`src/rtl/alu_op_sequencer.sv`:
```
// Multi-cycle control stage around the 32-bit datapath ALU: latches operands and
// opcode, holds the op for its latency, captures the 64-bit result into Z.
module alu_op_sequencer #(
    parameter int unsigned MUL_CYCLES = 16,
    parameter int unsigned DIV_CYCLES = 32,
    parameter int unsigned ALU_CYCLES = 1
) (
    input  logic        clock,
    input  logic        clear,
    input  logic        start,
    input  logic [3:0]  opcode,
    input  logic [31:0] operand_a,
    input  logic [31:0] operand_b,
    output logic [31:0] alu_y,
    output logic [31:0] alu_b,
    output logic [3:0]  alu_op,
    input  logic [63:0] alu_c,
    output logic [31:0] z_hi,
    output logic [31:0] z_lo,
    output logic        busy,
    output logic        done,
    output logic        err
);

    localparam int unsigned DATA_W  = 32;
    localparam int unsigned OP_W    = 4;
    localparam int unsigned RES_W   = 64;
    localparam int unsigned MAX_MD  = (MUL_CYCLES > DIV_CYCLES) ? MUL_CYCLES : DIV_CYCLES;
    localparam int unsigned MAX_LAT = (MAX_MD > ALU_CYCLES) ? MAX_MD : ALU_CYCLES;
    localparam int unsigned CNT_W   = int'($clog2(MAX_LAT)) + 1;

    localparam logic [OP_W-1:0] OP_MUL = 4'b0110;
    localparam logic [OP_W-1:0] OP_DIV = 4'b0111;

    typedef enum logic [1:0] {
        IDLE,
        LOAD_Y,
        EXEC,
        CAPTURE
    } state_t;

    state_t             state;
    state_t             state_next;
    logic [CNT_W-1:0]   cnt;
    logic [CNT_W-1:0]   cnt_next;
    logic [CNT_W-1:0]   lat_m1;
    logic [DATA_W-1:0]  y_next;
    logic [DATA_W-1:0]  b_next;
    logic [OP_W-1:0]    op_next;
    logic [RES_W-1:0]   z;
    logic [RES_W-1:0]   z_next;
    logic               done_next;
    logic               err_next;
    logic               illegal_c;

    assign z_hi      = z[RES_W-1:DATA_W];
    assign z_lo      = z[DATA_W-1:0];
    assign illegal_c = (opcode[3:1] == 3'b111);

    // Execute-counter preload from the latched opcode
    always_comb begin
        lat_m1 = CNT_W'(ALU_CYCLES - 1);
        case (alu_op)
            OP_MUL:  lat_m1 = CNT_W'(MUL_CYCLES - 1);
            OP_DIV:  lat_m1 = CNT_W'(DIV_CYCLES - 1);
            default: lat_m1 = CNT_W'(ALU_CYCLES - 1);
        endcase
    end

    // State register plus all registered datapath/handshake outputs
    always_ff @(posedge clock or negedge clear) begin
        if (!clear) begin
            state  <= IDLE;
            cnt    <= '0;
            alu_y  <= '0;
            alu_b  <= '0;
            alu_op <= '0;
            z      <= '0;
            busy   <= 1'b0;
            done   <= 1'b0;
            err    <= 1'b0;
        end else begin
            state  <= state_next;
            cnt    <= cnt_next;
            alu_y  <= y_next;
            alu_b  <= b_next;
            alu_op <= op_next;
            z      <= z_next;
            busy   <= (state_next != IDLE);
            done   <= done_next;
            err    <= err_next;
        end
    end

    // Next-state and next-register values
    always_comb begin
        state_next = state;
        cnt_next   = cnt;
        y_next     = alu_y;
        b_next     = alu_b;
        op_next    = alu_op;
        z_next     = z;
        done_next  = 1'b0;
        err_next   = 1'b0;
        case (state)
            IDLE: begin
                if (start) begin
                    if (illegal_c) begin
                        err_next = 1'b1;
                    end else begin
                        op_next    = opcode;
                        b_next     = operand_b;
                        state_next = LOAD_Y;
                    end
                end
            end
            LOAD_Y: begin
                y_next     = operand_a;
                cnt_next   = lat_m1;
                state_next = EXEC;
            end
            EXEC: begin
                if (cnt == '0) begin
                    state_next = CAPTURE;
                end else begin
                    cnt_next = cnt - CNT_W'(1);
                end
            end
            CAPTURE: begin
                z_next     = alu_c;
                done_next  = 1'b1;
                state_next = IDLE;
            end
            default: state_next = IDLE;
        endcase
    end

endmodule

```
`config.mk`:
```
export PLATFORM = sky130hd
export DESIGN_NAME = alu_op_sequencer
export DESIGN_NICKNAME = d
export VERILOG_FILES = /design/src/rtl/alu_op_sequencer.sv
export SDC_FILE = /design/constraint.sdc
export NUM_CORES = 1
export LEC_CHECK = 0
export BUFFER_PORTS_ARGS = -buffer_cell sky130_fd_sc_hd__clkbuf_2
export CAP_MARGIN = 20
export CORE_UTILIZATION = 43
export CTS_BUF_LIST = sky130_fd_sc_hd__clkbuf_4 sky130_fd_sc_hd__clkbuf_8
export CTS_CLUSTER_SIZE = 40
export DETAILED_ROUTE_END_ITERATION = 12
export PLACE_DENSITY_LB_ADDON = 0.25
export SETUP_SLACK_MARGIN = 0.5
export SYNTH_ARGS = -nofsm -noshare
export SYNTH_HDL_FRONTEND = slang
export SYNTH_SLANG_ARGS = --single-unit
```
`constraint.sdc`:
```
create_clock -name clock -period 1.75 [get_ports clock]
set_input_delay 0.35 -clock clock [delete_from_list [all_inputs] [get_ports clock]]
set_output_delay 0.35 -clock clock [all_outputs]
set_load 0.05 [all_outputs]
```
==> results of run 1 <==
## cell families after synthesis
family	after synthesis
muxes	96
buffers and inverters	27
AOI/OAI and AO/OA	22
and+or+nand+nor	124
adders and majority gates	6
DFF	143
## stage by stage
| step | hold slack (ns) | util | worst slack, ns | cells | instance area, sq um |
|---|---|---|---|---|---|
| after floorplan | 0.05441 | - | 0.1436 | 418 | 5992 |
| after global placement | 0.3034 | 0.6091 | 0.1197 | 851 | 7468 |
| after detailed placement | 0.3068 | 0.6091 | 0.06432 | 851 | 7468 |
| after CTS | 0.06425 | 0.8640 | 0.1862 | 976 | 10590 |
## repair_timing
item	CTS
pin swaps	28
hold endpoints to repair	39
setup buffers	72
hold buffers	1
gates resized for setup	353
gates cloned	20
setup endpoints to repair	275
==> impl_metrics.csv, run 1 <==
group,metric,value,unit
outcome,status,"aborted with a tool error",
outcome,failing_step,"5_1_grt",
outcome,error,"[ERROR DPL-0033] detailed placement checks failed during check placement.",
grt,antenna_found_initial,2,
synthesis,synth_top_flop_cell,"dfrtp_1",
timing,worst-ep-kind,"register data pin",
synthesis,syn_area,5507,sq um
floorplan,die_w,115.2,um
synthesis,synthTopCellsByArea,"dfrtp_1 65%, mux2_2 20%, nand2_1 7.1%",
synthesis,synthTopCellsByCount,"143 x dfrtp_1, 104 x nand2_1, 96 x mux2_2, 18 x clkbuf_1, 7 x inv_1",
clocking,root_buffer,"clkbuf_8",
synthesis,async_flop_share,1.000,
floorplan,ios,270,
synthesis,synth_top_area_share,0.6499,
synthesis,synthMuxAreaShare,0.1963,
synthesis,synth_edf_count,0,
synthesis,syn-mean-instance-area,13.17,sq um
synthesis,postSynthRegisterBits,143,
clocking,cts_htree_levels,4,
synthesis,synth_compound_area_frac,0.02749,
clocking,cts.sinks,143,
grt,grt_max_degree,45,
clocking,cts_buffer_depth,2,
placement,hpwlAfterDp,10120,um
synthesis,synth_top_cell_by_area,"dfrtp_1",
timing,grt_worst_setup_endpoint,"busy$_DFF_PN0_/D",
synthesis,synth_top_family_by_area,"multiplexers",
floorplan,die_y,115.2,um
synthesis,yosysMostFrequentCell,"dfrtp_1",
placement,portBuffers,269,
synthesis,ys_seq_area_frac,0.6499,
floorplan,initial_core_util,0.4491,
synthesis,ys_types,30,
synthesis,synth_xor_area_frac,0,
synthesis,synthAdderAreaFrac,0.01363,
synthesis,synth_cells,418,
synthesis,synthSimpleGateAreaFrac,0.09293,
clocking,cts_buffers,17,
floorplan,core.rowCount,40,
synthesis,ys_warn_count,0,
synthesis,syn_nets,559,
placement,place.gp.congestion,0.7163,
==> inputs of run 2 (changes only) <==
CORE_UTILIZATION = 29   (was 43)
CTS_BUF_LIST = unset   (was sky130_fd_sc_hd__clkbuf_4 sky130_fd_sc_hd__clkbuf_8)
CTS_CLUSTER_SIZE = unset   (was 40)
PLACE_DENSITY_LB_ADDON = 0.15   (was 0.25)
SETUP_SLACK_MARGIN = unset   (was 0.5)
clock period = 2.3 ns   (was 1.75 ns; I/O delays follow)
==> impl_metrics.csv, run 2 <==
group,metric,value,unit
critical_path,critPathMostFrequentCell,"or3_1",
critical_path,ff2ff_path_depth,4,
critical_path,rr_endpoint,"cnt[0]$_DFFE_PN0P_",
clocking,cts.clk_slew.worst_paths,0.06,ns
timing,hold_violations,0,
timing,skew,0.01198,ns
synthesis,postSynthRegisterBits,143,
layout,reg_top3,"z: 64 flops, alu_b: 32 flops, alu_y: 32 flops",
synthesis,synthTopCellsByArea,"dfrtp_1 65%, mux2_2 20%, nand2_1 7.1%",
floorplan,initial_core_util,0.2954,
detailed_routing,drtAntennaViolNets,0,
clocking,cts_buffers,17,
min_path,min_from,"operand_b[27]",
synthesis,ys_warn_count,0,
floorplan,ios,270,
detailed_routing,vias,4171,
floorplan,die_area,19540,sq um
critical_path,crit_type,"register to register",
critical_path,ff2ff_setup_slack,0.46,ns
clocking,cts_htree_levels,4,
placement,hpwlAfterDp,9554,um
synthesis,syn_nets,559,
detailed_routing,wl_per_cell,14.10,um
synthesis,synth_top_cell_by_area,"dfrtp_1",
timing,setup_viol,0,
timing,relSlewSlack,0.6828,
critical_path,cp.required,2.62,ns
critical_path,worstReg2RegStart,"cnt[2]$_DFFE_PN0P_",
grt,grt_pass1_wl,21830,um
critical_path,slowest_delay,0.49,ns
synthesis,synth_top_area_share,0.6499,
grt,antenna_found_initial,0,
min_path,worst_hold_path.endpoint,"alu_b[27]$_DFFE_PN0P_",
timing,timing.fmax,543.3,MHz
floorplan,fp.coreArea,18640,sq um
detailed_routing,first_pass_iters,4,
run,drv_cap,0,
detailed_routing,via_per_inst,4.437,
layout,n_antenna_cell,0,
detailed_routing,wl_met2,6764,um
critical_path,startpoint_type,"register",
layout,largest_reg_flops,64,
layout,drive_gt1_frac,0.5765,
timing,timing.final.crit_share,0.8003,
clocking,root_buffer,"clkbuf_16",
min_path,holdPathStages,3,
timing,rsz0062_at_grt,"no",
critical_path,cp_cell_sequence,"or3_1 > or3_1 > and3_4 > a211oi_2",
clocking,cts.sinks,143,
synthesis,synth_top_flop_cell,"dfrtp_1",
placement,dp_cells,909,
critical_path,worstPathMaxFanout,8,
layout,fin_cells,940,
outcome,status,"completed",
synthesis,synthTopCellsByCount,"143 x dfrtp_1, 104 x nand2_1, 96 x mux2_2, 18 x clkbuf_1, 7 x inv_1",
critical_path,slowest_stage,"or3_1",
synthesis,async_flop_share,1.000,
placement,place.gp.congestion,0.7632,
layout,syn_to_final_growth,42.42,%
synthesis,synth_cells,418,
grt,grt.total_usage,0.1432,
detailed_routing,drt_iter0_markers,111,
grt,grt_max_degree,66,
critical_path,crit_arrival,2.16,ns
grt,grt-ovfl-total,0,
min_path,hold_path_class,"input pin to register",
synthesis,ys_seq_area_frac,0.6499,
timing,worstMarginPinSlew,0.4758,ns
synthesis,syn_area,5507,sq um
timing,period_needed,1.841,ns
detailed_routing,dr_wl_met3,825,um
layout,nets,836,
timing,report.final.slew_viol_count,0,
detailed_routing,wl,13250,um
clocking,post_cts_buffers,0,
critical_path,critical-path-top-delay-family,"simple AND/OR/NAND/NOR gates",
floorplan,die_w,139.8,um
layout,final_common_cell,"clkbuf_2",
clocking,clock_latency,0.42,ns
detailed_routing,drt-met1-wl,5379,um
synthesis,syn-mean-instance-area,13.17,sq um
timing,tns,0,ns
layout,final_cell_mix,"268 x clkbuf_2, 143 x dfrtp_1, 104 x nand2_1",
grt,grt_pass1_vias,4336,
floorplan,core.rowCount,50,
critical_path,cp-end-kind,"register",
clocking,tritoncts,"built",
floorplan,die_y,139.8,um
synthesis,ys_types,30,
synthesis,yosysMostFrequentCell,"dfrtp_1",
detailed_routing,top_layer,"met4",
critical_path,cp_num_buf_inv,0,
layout,regMostFlops,"z",
placement,portBuffers,269,
synthesis,synth_edf_count,0,
detailed_routing,drcViolationCount,0,
clocking,cts_buffer_depth,2,
## run 2: cell counts after synthesis
Identical to the previous run, type by type.
## run 2: per-stage QoR
step / area (sq um) / util / hold WS [ns] / setup WS, ns
after floorplan: 5507 / - / 0.1644 / 0.5719
after global placement: 7172 / 0.3847 / 0.4271 / 0.5385
after detailed placement: 7172 / 0.3847 / 0.4324 / 0.4804
after CTS: 7843 / 0.4207 / 0.2105 / 0.4665
after global routing: 7843 / 0.4207 / 0.2191 / 0.3460
final: 7843 / 0.4207 / 0.2293 / 0.4593
## run 2: logic make-up (layout without fill, tap and decap cells)
kind of cell | count (synthesis) | in the layout | share of synthesized area
AOI/OAI and AO/OA | 22 | 22 | 0.02750
adders and majority gates | 6 | 6 | 0.01363
DFF | 143 | 143 | 0.6499
muxes | 96 | 96 | 0.1963
and+or+nand+nor | 124 | 124 | 0.09294
buffers and inverters | 27 | 315 | 0.01977
## run 2: worst max-delay path by stage
| stage | start | endpoint | slack [ns] | depth (start not counted) |
|---|---|---|---|---|
| floorplan | state[1]$_DFF_PN0_ | alu_y[23]$_DFFE_PN0P_ | 0.57 | 5 |
| global placement | cnt[2]$_DFFE_PN0P_ | cnt[0]$_DFFE_PN0P_ | 0.54 | 4 |
| detailed placement | cnt[2]$_DFFE_PN0P_ | cnt[0]$_DFFE_PN0P_ | 0.48 | 4 |
| CTS | cnt[2]$_DFFE_PN0P_ | cnt[0]$_DFFE_PN0P_ | 0.47 | 4 |
| global route | state[0]$_DFF_PN0_ | cnt[3]$_DFFE_PN0P_ | 0.35 | 6 |
| finish | cnt[2]$_DFFE_PN0P_ | cnt[0]$_DFFE_PN0P_ | 0.46 | 4 |
## run 2: cell type report
type | instances | area [sq um]
timing repair buffer | 278 | 1460
inverter | 7 | 26.28
clock buffer | 21 | 480.5
multi-input combinational | 248 | 1824
clock inverter | 9 | 180.2
tap | 234 | 292.8
fill | 1810 | 10800
sequential | 143 | 3578
## run 2: repair_timing
item | 4_1_cts | 5_1_grt
resized for setup | 0 | 0
hold buffers | 1 | 0
endpoints found under the setup margin | 0 | 0
hold endpoints to repair | 42 | 0
## run 2: worst register-to-register path, delay by kind of cell, from the launching register on
kind	cells	cell delay [ns]
simple gates	3	1.13
flops	1	0.43
compound gates	1	0.18
## run 2: routing by layer
layer,vias to the layer above,GRT usage
li1,1962,-
met3,22,0.05162
met2,160,0.2387
met1,2027,0.1664
met4,0,0.05957
met5,-,0
Power of run 2 is not shown: default switching activity piles up to over one toggle a cycle in this logic, so the estimate is an artifact.
